==> config.mk <==
export PLATFORM = sky130hd
export DESIGN_NAME = fetch_queue
export DESIGN_NICKNAME = d
export VERILOG_FILES = /design/src/rtl/fetch_queue.sv
export SDC_FILE = /design/constraint.sdc
export NUM_CORES = 1
export LEC_CHECK = 0
export CAP_MARGIN = 5
export CORE_UTILIZATION = 33
export DETAILED_ROUTE_END_ITERATION = 10
export GPL_ROUTABILITY_DRIVEN = 0
export PLACE_DENSITY = 0.6
export SETUP_SLACK_MARGIN = 0.5
export SYNTH_ARGS = -nofsm -noshare
export SYNTH_HDL_FRONTEND = slang
export SYNTH_SLANG_ARGS = --single-unit
==> constraint.sdc <==
create_clock -name clk -period 6.7 [get_ports clk]
set_clock_uncertainty 0.05 [all_clocks]
set_input_delay 0.67 -clock clk [delete_from_list [all_inputs] [get_ports clk]]
set_output_delay 0.67 -clock clk [all_outputs]
set_load 0.02 [all_outputs]
==> src/rtl/fetch_queue.sv <==
// fetch_queue: instruction prefetch queue between the PC/redirect logic and
// the decoder. Words come from boot ROM (one per cycle) or from SDRAM over a
// busy/ready handshake. A redirect reloads the fetch PC, flushes the queue and
// causes any in-flight SDRAM word to be discarded.
// Optional build macro: FETCH_BYPASS_EN -- an empty queue forwards the incoming
// word straight to the decoder in the same cycle.
module fetch_queue #(
  parameter int unsigned       ADDR_W   = 16,
  parameter int unsigned       INSTR_W  = 32,
  parameter int unsigned       DEPTH    = 4,
  parameter logic [ADDR_W-1:0] RESET_PC = {ADDR_W{1'b0}}
) (
  input  logic                       clk,
  input  logic                       rst,
  input  logic                       boot_mode,
  input  logic                       redirect_valid,
  input  logic [ADDR_W-1:0]          redirect_addr,
  output logic [ADDR_W-1:0]          rom_addr,
  input  logic [INSTR_W-1:0]         rom_instr,
  output logic                       mem_req,
  output logic [ADDR_W-1:0]          mem_addr,
  input  logic                       mem_busy,
  input  logic                       mem_ready,
  input  logic [INSTR_W-1:0]         mem_instr,
  input  logic                       data_req,
  output logic                       out_valid,
  output logic [INSTR_W-1:0]         out_instr,
  output logic [ADDR_W-1:0]          out_pc,
  input  logic                       out_ready,
  output logic [$clog2(DEPTH+1)-1:0] fill_level
);

  localparam int unsigned      PTR_W   = $clog2(DEPTH);
  localparam int unsigned      CNT_W   = $clog2(DEPTH + 1);
  localparam logic [CNT_W-1:0] DEPTH_C = CNT_W'(DEPTH);

  typedef enum logic [1:0] {
    IDLE    = 2'd0,
    REQ     = 2'd1,
    WAIT    = 2'd2,
    DISCARD = 2'd3
  } fsm_t;

  fsm_t               state_r;
  fsm_t               state_s;
  logic [ADDR_W-1:0]  fetch_pc_r;
  logic [ADDR_W-1:0]  fetch_pc_s;
  logic [ADDR_W-1:0]  pc_mem_r    [DEPTH];
  logic [INSTR_W-1:0] instr_mem_r [DEPTH];
  logic [PTR_W-1:0]   rd_ptr_r;
  logic [PTR_W-1:0]   wr_ptr_r;
  logic [CNT_W-1:0]   count_r;
  logic [CNT_W-1:0]   count_s;
  logic [CNT_W:0]     level_s;
  logic               head_valid_s;
  logic               full_s;
  logic               q_pop_s;
  logic               rom_push_s;
  logic               mem_push_s;
  logic               push_s;
  logic               write_s;
  logic               outstanding_s;
  logic               fetch_ok_s;
  logic               accept_s;
  logic [INSTR_W-1:0] push_instr_s;

  // Queue push/pop decisions; a redirect suppresses both.
  always_comb begin
    head_valid_s = (count_r != {CNT_W{1'b0}});
    full_s       = (count_r == DEPTH_C);
    q_pop_s      = head_valid_s & out_ready & ~redirect_valid;
    // When full the head is always valid, so out_ready alone means a pop frees a slot.
    rom_push_s   = boot_mode & (~full_s | out_ready) & ~redirect_valid;
    mem_push_s   = (state_r == WAIT) & mem_ready & ~redirect_valid;
    push_s       = rom_push_s | mem_push_s;
    if (rom_push_s) begin
      push_instr_s = rom_instr;
    end else begin
      push_instr_s = mem_instr;
    end
`ifdef FETCH_BYPASS_EN
    // A word forwarded to a ready decoder from an empty queue is never stored.
    write_s = push_s & ~(~head_valid_s & out_ready);
`else
    write_s = push_s;
`endif
    if (redirect_valid) begin
      count_s = {CNT_W{1'b0}};
    end else begin
      count_s = count_r + CNT_W'(write_s) - CNT_W'(q_pop_s);
    end
    if (redirect_valid) begin
      fetch_pc_s = redirect_addr;
    end else if (push_s) begin
      fetch_pc_s = fetch_pc_r + {{(ADDR_W-1){1'b0}}, 1'b1};
    end else begin
      fetch_pc_s = fetch_pc_r;
    end
  end

  // SDRAM fetch FSM next state; at most one request is ever outstanding.
  always_comb begin
    state_s       = state_r;
    outstanding_s = (state_r == WAIT) | (state_r == DISCARD);
    level_s       = {1'b0, count_r} + (CNT_W + 1)'(outstanding_s);
    fetch_ok_s    = ~boot_mode & ~data_req & ~redirect_valid & (level_s < {1'b0, DEPTH_C});
    accept_s      = (state_r == REQ) & ~redirect_valid & ~mem_busy;
    case (state_r)
      IDLE: begin
        if (fetch_ok_s) begin
          state_s = REQ;
        end else begin
          state_s = IDLE;
        end
      end
      REQ: begin
        if (redirect_valid) begin
          state_s = IDLE;
        end else if (accept_s) begin
          state_s = WAIT;
        end else begin
          state_s = REQ;
        end
      end
      WAIT: begin
        // A reply landing in the redirect cycle is simply dropped; otherwise wait for it.
        if (mem_ready) begin
          state_s = IDLE;
        end else if (redirect_valid) begin
          state_s = DISCARD;
        end else begin
          state_s = WAIT;
        end
      end
      DISCARD: begin
        if (mem_ready) begin
          state_s = IDLE;
        end else begin
          state_s = DISCARD;
        end
      end
      default: begin
        state_s = IDLE;
      end
    endcase
  end

  // Control state: FSM, fetch PC, occupancy and circular-buffer pointers.
  always_ff @(posedge clk or posedge rst) begin
    if (rst) begin
      state_r    <= IDLE;
      fetch_pc_r <= RESET_PC;
      count_r    <= {CNT_W{1'b0}};
      rd_ptr_r   <= {PTR_W{1'b0}};
      wr_ptr_r   <= {PTR_W{1'b0}};
    end else begin
      state_r    <= state_s;
      fetch_pc_r <= fetch_pc_s;
      count_r    <= count_s;
      if (redirect_valid) begin
        rd_ptr_r <= {PTR_W{1'b0}};
        wr_ptr_r <= {PTR_W{1'b0}};
      end else begin
        rd_ptr_r <= rd_ptr_r + PTR_W'(q_pop_s);
        wr_ptr_r <= wr_ptr_r + PTR_W'(write_s);
      end
    end
  end

  // Queue storage: each entry keeps the word and the address it was fetched from.
  always_ff @(posedge clk or posedge rst) begin
    if (rst) begin
      for (int i = 0; i < int'(DEPTH); i++) begin
        pc_mem_r[i]    <= {ADDR_W{1'b0}};
        instr_mem_r[i] <= {INSTR_W{1'b0}};
      end
    end else if (write_s) begin
      pc_mem_r[wr_ptr_r]    <= fetch_pc_r;
      instr_mem_r[wr_ptr_r] <= push_instr_s;
    end
  end

  // Decoder-facing head; zero when nothing is presented.
  always_comb begin
`ifdef FETCH_BYPASS_EN
    out_valid = head_valid_s | push_s;
`else
    out_valid = head_valid_s;
`endif
    if (head_valid_s) begin
      out_instr = instr_mem_r[rd_ptr_r];
      out_pc    = pc_mem_r[rd_ptr_r];
    end
`ifdef FETCH_BYPASS_EN
    else if (push_s) begin
      out_instr = push_instr_s;
      out_pc    = fetch_pc_r;
    end
`endif
    else begin
      out_instr = {INSTR_W{1'b0}};
      out_pc    = {ADDR_W{1'b0}};
    end
  end

  assign rom_addr   = fetch_pc_r;
  assign mem_addr   = fetch_pc_r;
  assign mem_req    = (state_r == REQ) & ~redirect_valid;
  assign fill_level = count_r;

endmodule

==> results of run 1 <==
==> kinds of logic after synthesis <==
logic type / synth area share (%)
adders and majority gates: 0.877
muxes: 35.1
buffers and inverters: 4.68
xor gates and xnor gates: 0.242
and+or+nand+nor: 6.85
DFF: 50.1
AOI/OAI and AO/OA: 2.18
==> per-layer routing <==
layer / wire (um) / share of wire (%) / vias up / global-route usage [%]
li1: - / - / 2958 / -
met1: 11800 / 47 / 3430 / 21.5
met2: 12100 / 48 / 140 / 25.5
met3: 1010 / 4.0 / 21 / 2.30
met4: 315 / 1.2 / 0 / 3.13
met5: 0 / 0 / - / 0
==> worst min-delay path by stage <==
stage                    start         endpoint  depth (start not counted)
4_1_cts            pc_mem_r[6]      pc_mem_r[6]                          1
6_report       instr_mem_r[19]  instr_mem_r[19]                          1
5_1_grt        instr_mem_r[57]  instr_mem_r[57]                          1
3_5_place_dp    instr_mem_r[8]   instr_mem_r[8]                          1
2_1_floorplan  instr_mem_r[14]  instr_mem_r[14]                          1
3_3_place_gp       pc_mem_r[4]      pc_mem_r[4]                          1
==> per-stage QoR <==
| stage | cells | cell area [um^2] |
|---|---|---|
| after floorplan | 731 | 10800 |
| after global placement | 1286 | 12800 |
| after detailed placement | 1286 | 12800 |
| after CTS | 1328 | 13500 |
| after global routing | 1328 | 13500 |
| final | 1328 | 13500 |
==> cell usage in the layout, fill, tap and decap left out, types with 6 or more instances in the layout <==
master           synthesis  layout
buf_4                   24       9
clkbuf_1                16       8
clkbuf_16                0      25
clkdlybuf4s50_1          0     172
dfrtp_1                217     215
ha_1                     6       6
mux2_2                 186     186
mux2_4                  40      40
mux4_2                  48      48
nand2_1                 14      14
nand3_1                 11      10
nor2_1                  11      10
nor2b_1                 52      52
==> registers in the layout (all words and copies together) (netlist names) <==
name,cells
state_r,2
instr_mem_r,128
wr_ptr_r,2
pc_mem_r,64
fill_level,3
mem_addr,16
rd_ptr_r,2
==> report_power, final <==
part           internal [mW]  switching (mW)  total (mW)
clock network          0.793           0.519        1.31
logic                   1.04           0.713        1.76
registers               1.72           0.293        2.01
total                   3.56            1.53        5.08
==> cell type report <==
cell class                      instances  area (um^2)
Clock inverter                          6         82.6
Sequential cell                       217         5440
Clock buffer                           36          697
Multi-Input combinational cell        438         4940
Fill cell                            2992        18900
Inverter                                7         32.5
Tap cell                              442          553
Timing Repair Buffer                  182         1810
==> impl_metrics.env, run 1 <==
export IMPL_synth_seq_cells=217
export IMPL_postCtsSetupBuffers=0
export IMPL_area_delta_synth_final_pct=24.9
export IMPL_tritoncts="yes"
export IMPL_grt_max_degree=164
export IMPL_critPathBufInv=1
export IMPL_syn_inst=731
export IMPL_clkSinkCount=217
export IMPL_vias=6549
export IMPL_grt_pass1_wl_um=40600
export IMPL_grt_overflow=0
export IMPL_max_freq_mhz=265
export IMPL_viasPerCell=4.93
export IMPL_yosys_top_cells_area="dfrtp_1, mux2_2, mux4_2, mux2_4, nor2b_1"
export IMPL_cp_required_ps=5980
export IMPL_period_share_pct=56.4
export IMPL_cap_violations=0
export IMPL_path_delay_family="flip-flops"
export IMPL_clk_latency_ps=500
export IMPL_core_area_um2=32500
export IMPL_drv_slew=0
export IMPL_startpoint="rd_ptr_r[0]"
export IMPL_timing_rr_start="state_r[1]"
export IMPL_yosysSeqAreaShare_pct=50.1
export IMPL_htreeDepth=1
export IMPL_routedWlPerCell_um=19.1
export IMPL_critPathMaxFanout=49
export IMPL_root_buffer="clkbuf_16"
export IMPL_holdBufCountCts=0
export IMPL_finalSetupTns_ps=0
export IMPL_cts_buffers_inserted=25
export IMPL_setup_viol=0
export IMPL_clock_path_buffers=3
export IMPL_rsz0062_at_grt="false"
export IMPL_crit_path_end_kind="primary output"
export IMPL_layout_min_cycle_time_ps=3780
export IMPL_pin_count=173
export IMPL_die_w_um=183
export IMPL_total_power_mw=5.08
export IMPL_ys_types=46
export IMPL_antenna_found_initial=0
export IMPL_dpl_worst_slack_ps=2660
export IMPL_fin_ws_ps=2920
export IMPL_grtUsageTotal_pct=15.4
export IMPL_crit_end="out_pc[5]"
export IMPL_arrival_ps=3060
export IMPL_synth_enable_flop_cells=0
export IMPL_synth_top_area_cell="dfrtp_1"
export IMPL_yosysMostFrequentCell="dfrtp_1"
export IMPL_setup_worst_path_start_class="register"
export IMPL_grt_pass1_vias=6980
export IMPL_finalHoldViolCount=0
export IMPL_die_area_um2=33600
export IMPL_floorplan_initialDensity_pct=33.4
export IMPL_dp_hpwl_um=15700
export IMPL_holdWs_ps=450
export IMPL_clk_pin_slew_ps=60
export IMPL_slowest_delay_ps=1150
export IMPL_fin_util_pct=41.7
export IMPL_drc_errors=0
export IMPL_ant_nets=0
export IMPL_ff2ff_path_depth=6
export IMPL_synth_flop_cell="dfrtp_1"
export IMPL_drt_iter0_drc=301
export IMPL_yosysTopAreaCellShare_pct=50.1
export IMPL_hold_path_class="reg2reg"
export IMPL_layout_drive_gt1_share_pct=37.4
export IMPL_crit_type="reg2out"
export IMPL_worstMarginPinSlew_ps=1070
export IMPL_rr_endpoint="instr_mem_r[119]"
export IMPL_nNetsFinal=966
export IMPL_path_cells="mux4_2, nor2b_1, clkdlybuf4s50_1"
export IMPL_diodes=0
export IMPL_totalWireLength_um=25300
export IMPL_synthTopCellsByCount="dfrtp_1, mux2_2, nor2b_1"
export IMPL_async_flop_share_pct=100
export IMPL_slowest_stage="dfrtp_4"
export IMPL_dieHeight_um=183
export IMPL_vdd_drop_max_mv=0.176
export IMPL_status="complete, no violations"
export IMPL_syn_cell_area_um2=10800
export IMPL_cts_resized=0
export IMPL_crit_cells=3
export IMPL_relSlewSlack_pct=28.6
export IMPL_drtPass1Iterations=4
export IMPL_p_per_area_nw_per_um2=375
export IMPL_p_leak_nw=5.56
export IMPL_synth_warnings=0
export IMPL_port_buffer_count=172
export IMPL_row_count=66
export IMPL_timing_reg2reg_setup_slack_ps=3750
export IMPL_syn_avg_cell_area_um2=14.8
export IMPL_syn_nets=826
(Power assumes the default switching activity.)
==> inputs of run 2 (changes only) <==
- PLACE_DENSITY: 0.6 -> 0.58
- clock period: 6.7 -> 3.68 ns (I/O delays scaled with it)
==> impl_metrics.env, run 2 (same netlist as run 1, synthesis figures left out) <==
export IMPL_grt_pass1_vias=6969
export IMPL_fin_ws_ps=670
export IMPL_cap_violations=0
export IMPL_area_delta_synth_final_pct=25.7
export IMPL_rsz0062_at_grt="false"
export IMPL_largest_register_ffs=128
export IMPL_period_share_pct=81.8
export IMPL_port_buffer_count=172
export IMPL_clk_pin_slew_ps=60
export IMPL_nFillCells=3007
export IMPL_routedWlPerCell_um=19.0
export IMPL_clock_path_buffers=3
export IMPL_timing_rr_start="fill_level[1]"
export IMPL_rr_endpoint="fill_level[2]"
export IMPL_layout_drive_gt1_share_pct=38.0
export IMPL_floorplan_initialDensity_pct=33.4
export IMPL_dp_hpwl_um=16100
export IMPL_dpl_worst_slack_ps=656
export IMPL_drc_errors=0
export IMPL_die_w_um=183
export IMPL_cp_required_ps=3260
export IMPL_finalHoldViolCount=0
export IMPL_core_area_um2=32500
export IMPL_dieHeight_um=183
export IMPL_final_common_cell="dfrtp_1"
export IMPL_critPathMaxFanout=14
export IMPL_ff2ff_path_depth=10
export IMPL_crit_cells=4
export IMPL_critPathBufInv=2
export IMPL_grt_max_degree=125
export IMPL_p_leak_nw=5.61
export IMPL_viasPerCell=4.87
export IMPL_clkSinkCount=217
export IMPL_regMostFlops="instr_mem_r"
export IMPL_postCtsSetupBuffers=0
export IMPL_finalSetupTns_ps=0
export IMPL_crit_path_end_kind="primary output"
export IMPL_final_cell_mix="dfrtp_1, mux2_2, clkdlybuf4s50_1"
export IMPL_path_cells="buf_4, mux4_2, nor2b_1, clkdlybuf4s50_1"
export IMPL_timing_reg2reg_setup_slack_ps=1110
export IMPL_htreeDepth=1
export IMPL_vdd_drop_max_mv=0.336
export IMPL_cts_buffers_inserted=25
export IMPL_totalWireLength_um=25400
export IMPL_slowest_stage="clkdlybuf4s50_1"
export IMPL_startpoint="rd_ptr_r[0]"
export IMPL_nNetsFinal=977
export IMPL_setup_worst_path_start_class="register"
export IMPL_multi_input_area_um2=4930
export IMPL_antenna_found_initial=0
export IMPL_p_per_area_nw_per_um2=678
export IMPL_relSlewSlack_pct=52.1
export IMPL_arrival_ps=2590
export IMPL_regArea_um2=5440
export IMPL_drv_slew=0
export IMPL_drt_iter0_drc=284
export IMPL_vias=6511
export IMPL_clk_latency_ps=510
export IMPL_grt_overflow=0
export IMPL_grtUsageTotal_pct=15.5
export IMPL_grt_pass1_wl_um=40800
export IMPL_total_power_mw=9.24
export IMPL_row_count=66
export IMPL_layout_min_cycle_time_ps=3010
export IMPL_die_area_um2=33600
export IMPL_setup_viol=0
export IMPL_root_buffer="clkbuf_16"
export IMPL_diodes=0
export IMPL_slowest_delay_ps=580
export IMPL_path_delay_family="buffers and inverters"
export IMPL_ant_nets=0
export IMPL_crit_type="reg2out"
export IMPL_hold_path_class="in2async"
export IMPL_drtPass1Iterations=4
export IMPL_max_freq_mhz=332
export IMPL_status="complete, no violations"
export IMPL_pin_count=173
export IMPL_tritoncts="yes"
export IMPL_worstMarginPinSlew_ps=718
[run 2: changes by cell type in the layout (fill, tap and decap cells not counted), sizes merged]
| cell | before | now |
|---|---|---|
| buf | 10 | 21 |
| clkbuf | 36 | 38 |
| clkinv | 3 | 1 |
| bufinv | 2 | 1 |
| clkinvlp | 2 | 1 |
[run 2: report_power, final]
group          leakage (nW)  total, mW  switching (mW)  internal (mW)
logic                  2.49       3.30            1.37           1.93
registers              2.75       3.59           0.456           3.14
clock network         0.372       2.34           0.938           1.41
total                  5.61       9.24            2.77           6.47
[run 2: through the flow]
stage	std cells	cell area, um^2	hold slack, ps	util [%]
final	1337	13600	84.4	42.0
after global routing	1337	13600	81.9	42.0
after CTS	1337	13600	68.3	42.0
after detailed placement	1297	12900	438	39.7
after global placement	1297	12900	433	39.7
after floorplan	731	10800	424	-
[run 2: per-layer routing]
metal | global-route usage, % | up-vias | routed length [um]
met4 | 3.13 | 0 | 432
li1 | - | 2976 | -
met3 | 2.34 | 33 | 1000
met2 | 25.1 | 138 | 12000
met5 | 0 | - | 0
met1 | 22.0 | 3364 | 12000
[run 2: layout make-up]
| type | count | area share (%) |
|---|---|---|
| multi-input cells | 438 | 36.2 |
| flip-flops and latches | 217 | 39.9 |
| well taps | 442 | 4.06 |
| repair buffers | 193 | 14.1 |
| inverters | 7 | 0.239 |
| clock buffers | 38 | 5.31 |
| clock inverters | 2 | 0.257 |
[run 2: how the worst max path moves through the flow]
| stage | slack, ps | to |
|---|---|---|
| 3_5_place_dp | 660 | fill_level[2] |
| 2_1_floorplan | 440 | fill_level[0] |
| 4_1_cts | 530 | out_pc[12] |
| 6_report | 670 | out_pc[6] |
| 3_3_place_gp | 680 | fill_level[2] |
| 5_1_grt | 580 | out_pc[10] |
[run 2: timing repair]
| item | in CTS | in global routing |
|---|---|---|
| resized for setup | 1 | 1 |
| hold buffers | 0 | 0 |
| setup endpoints to repair | 3 | 2 |
| endpoints found under the hold margin | 0 | 0 |
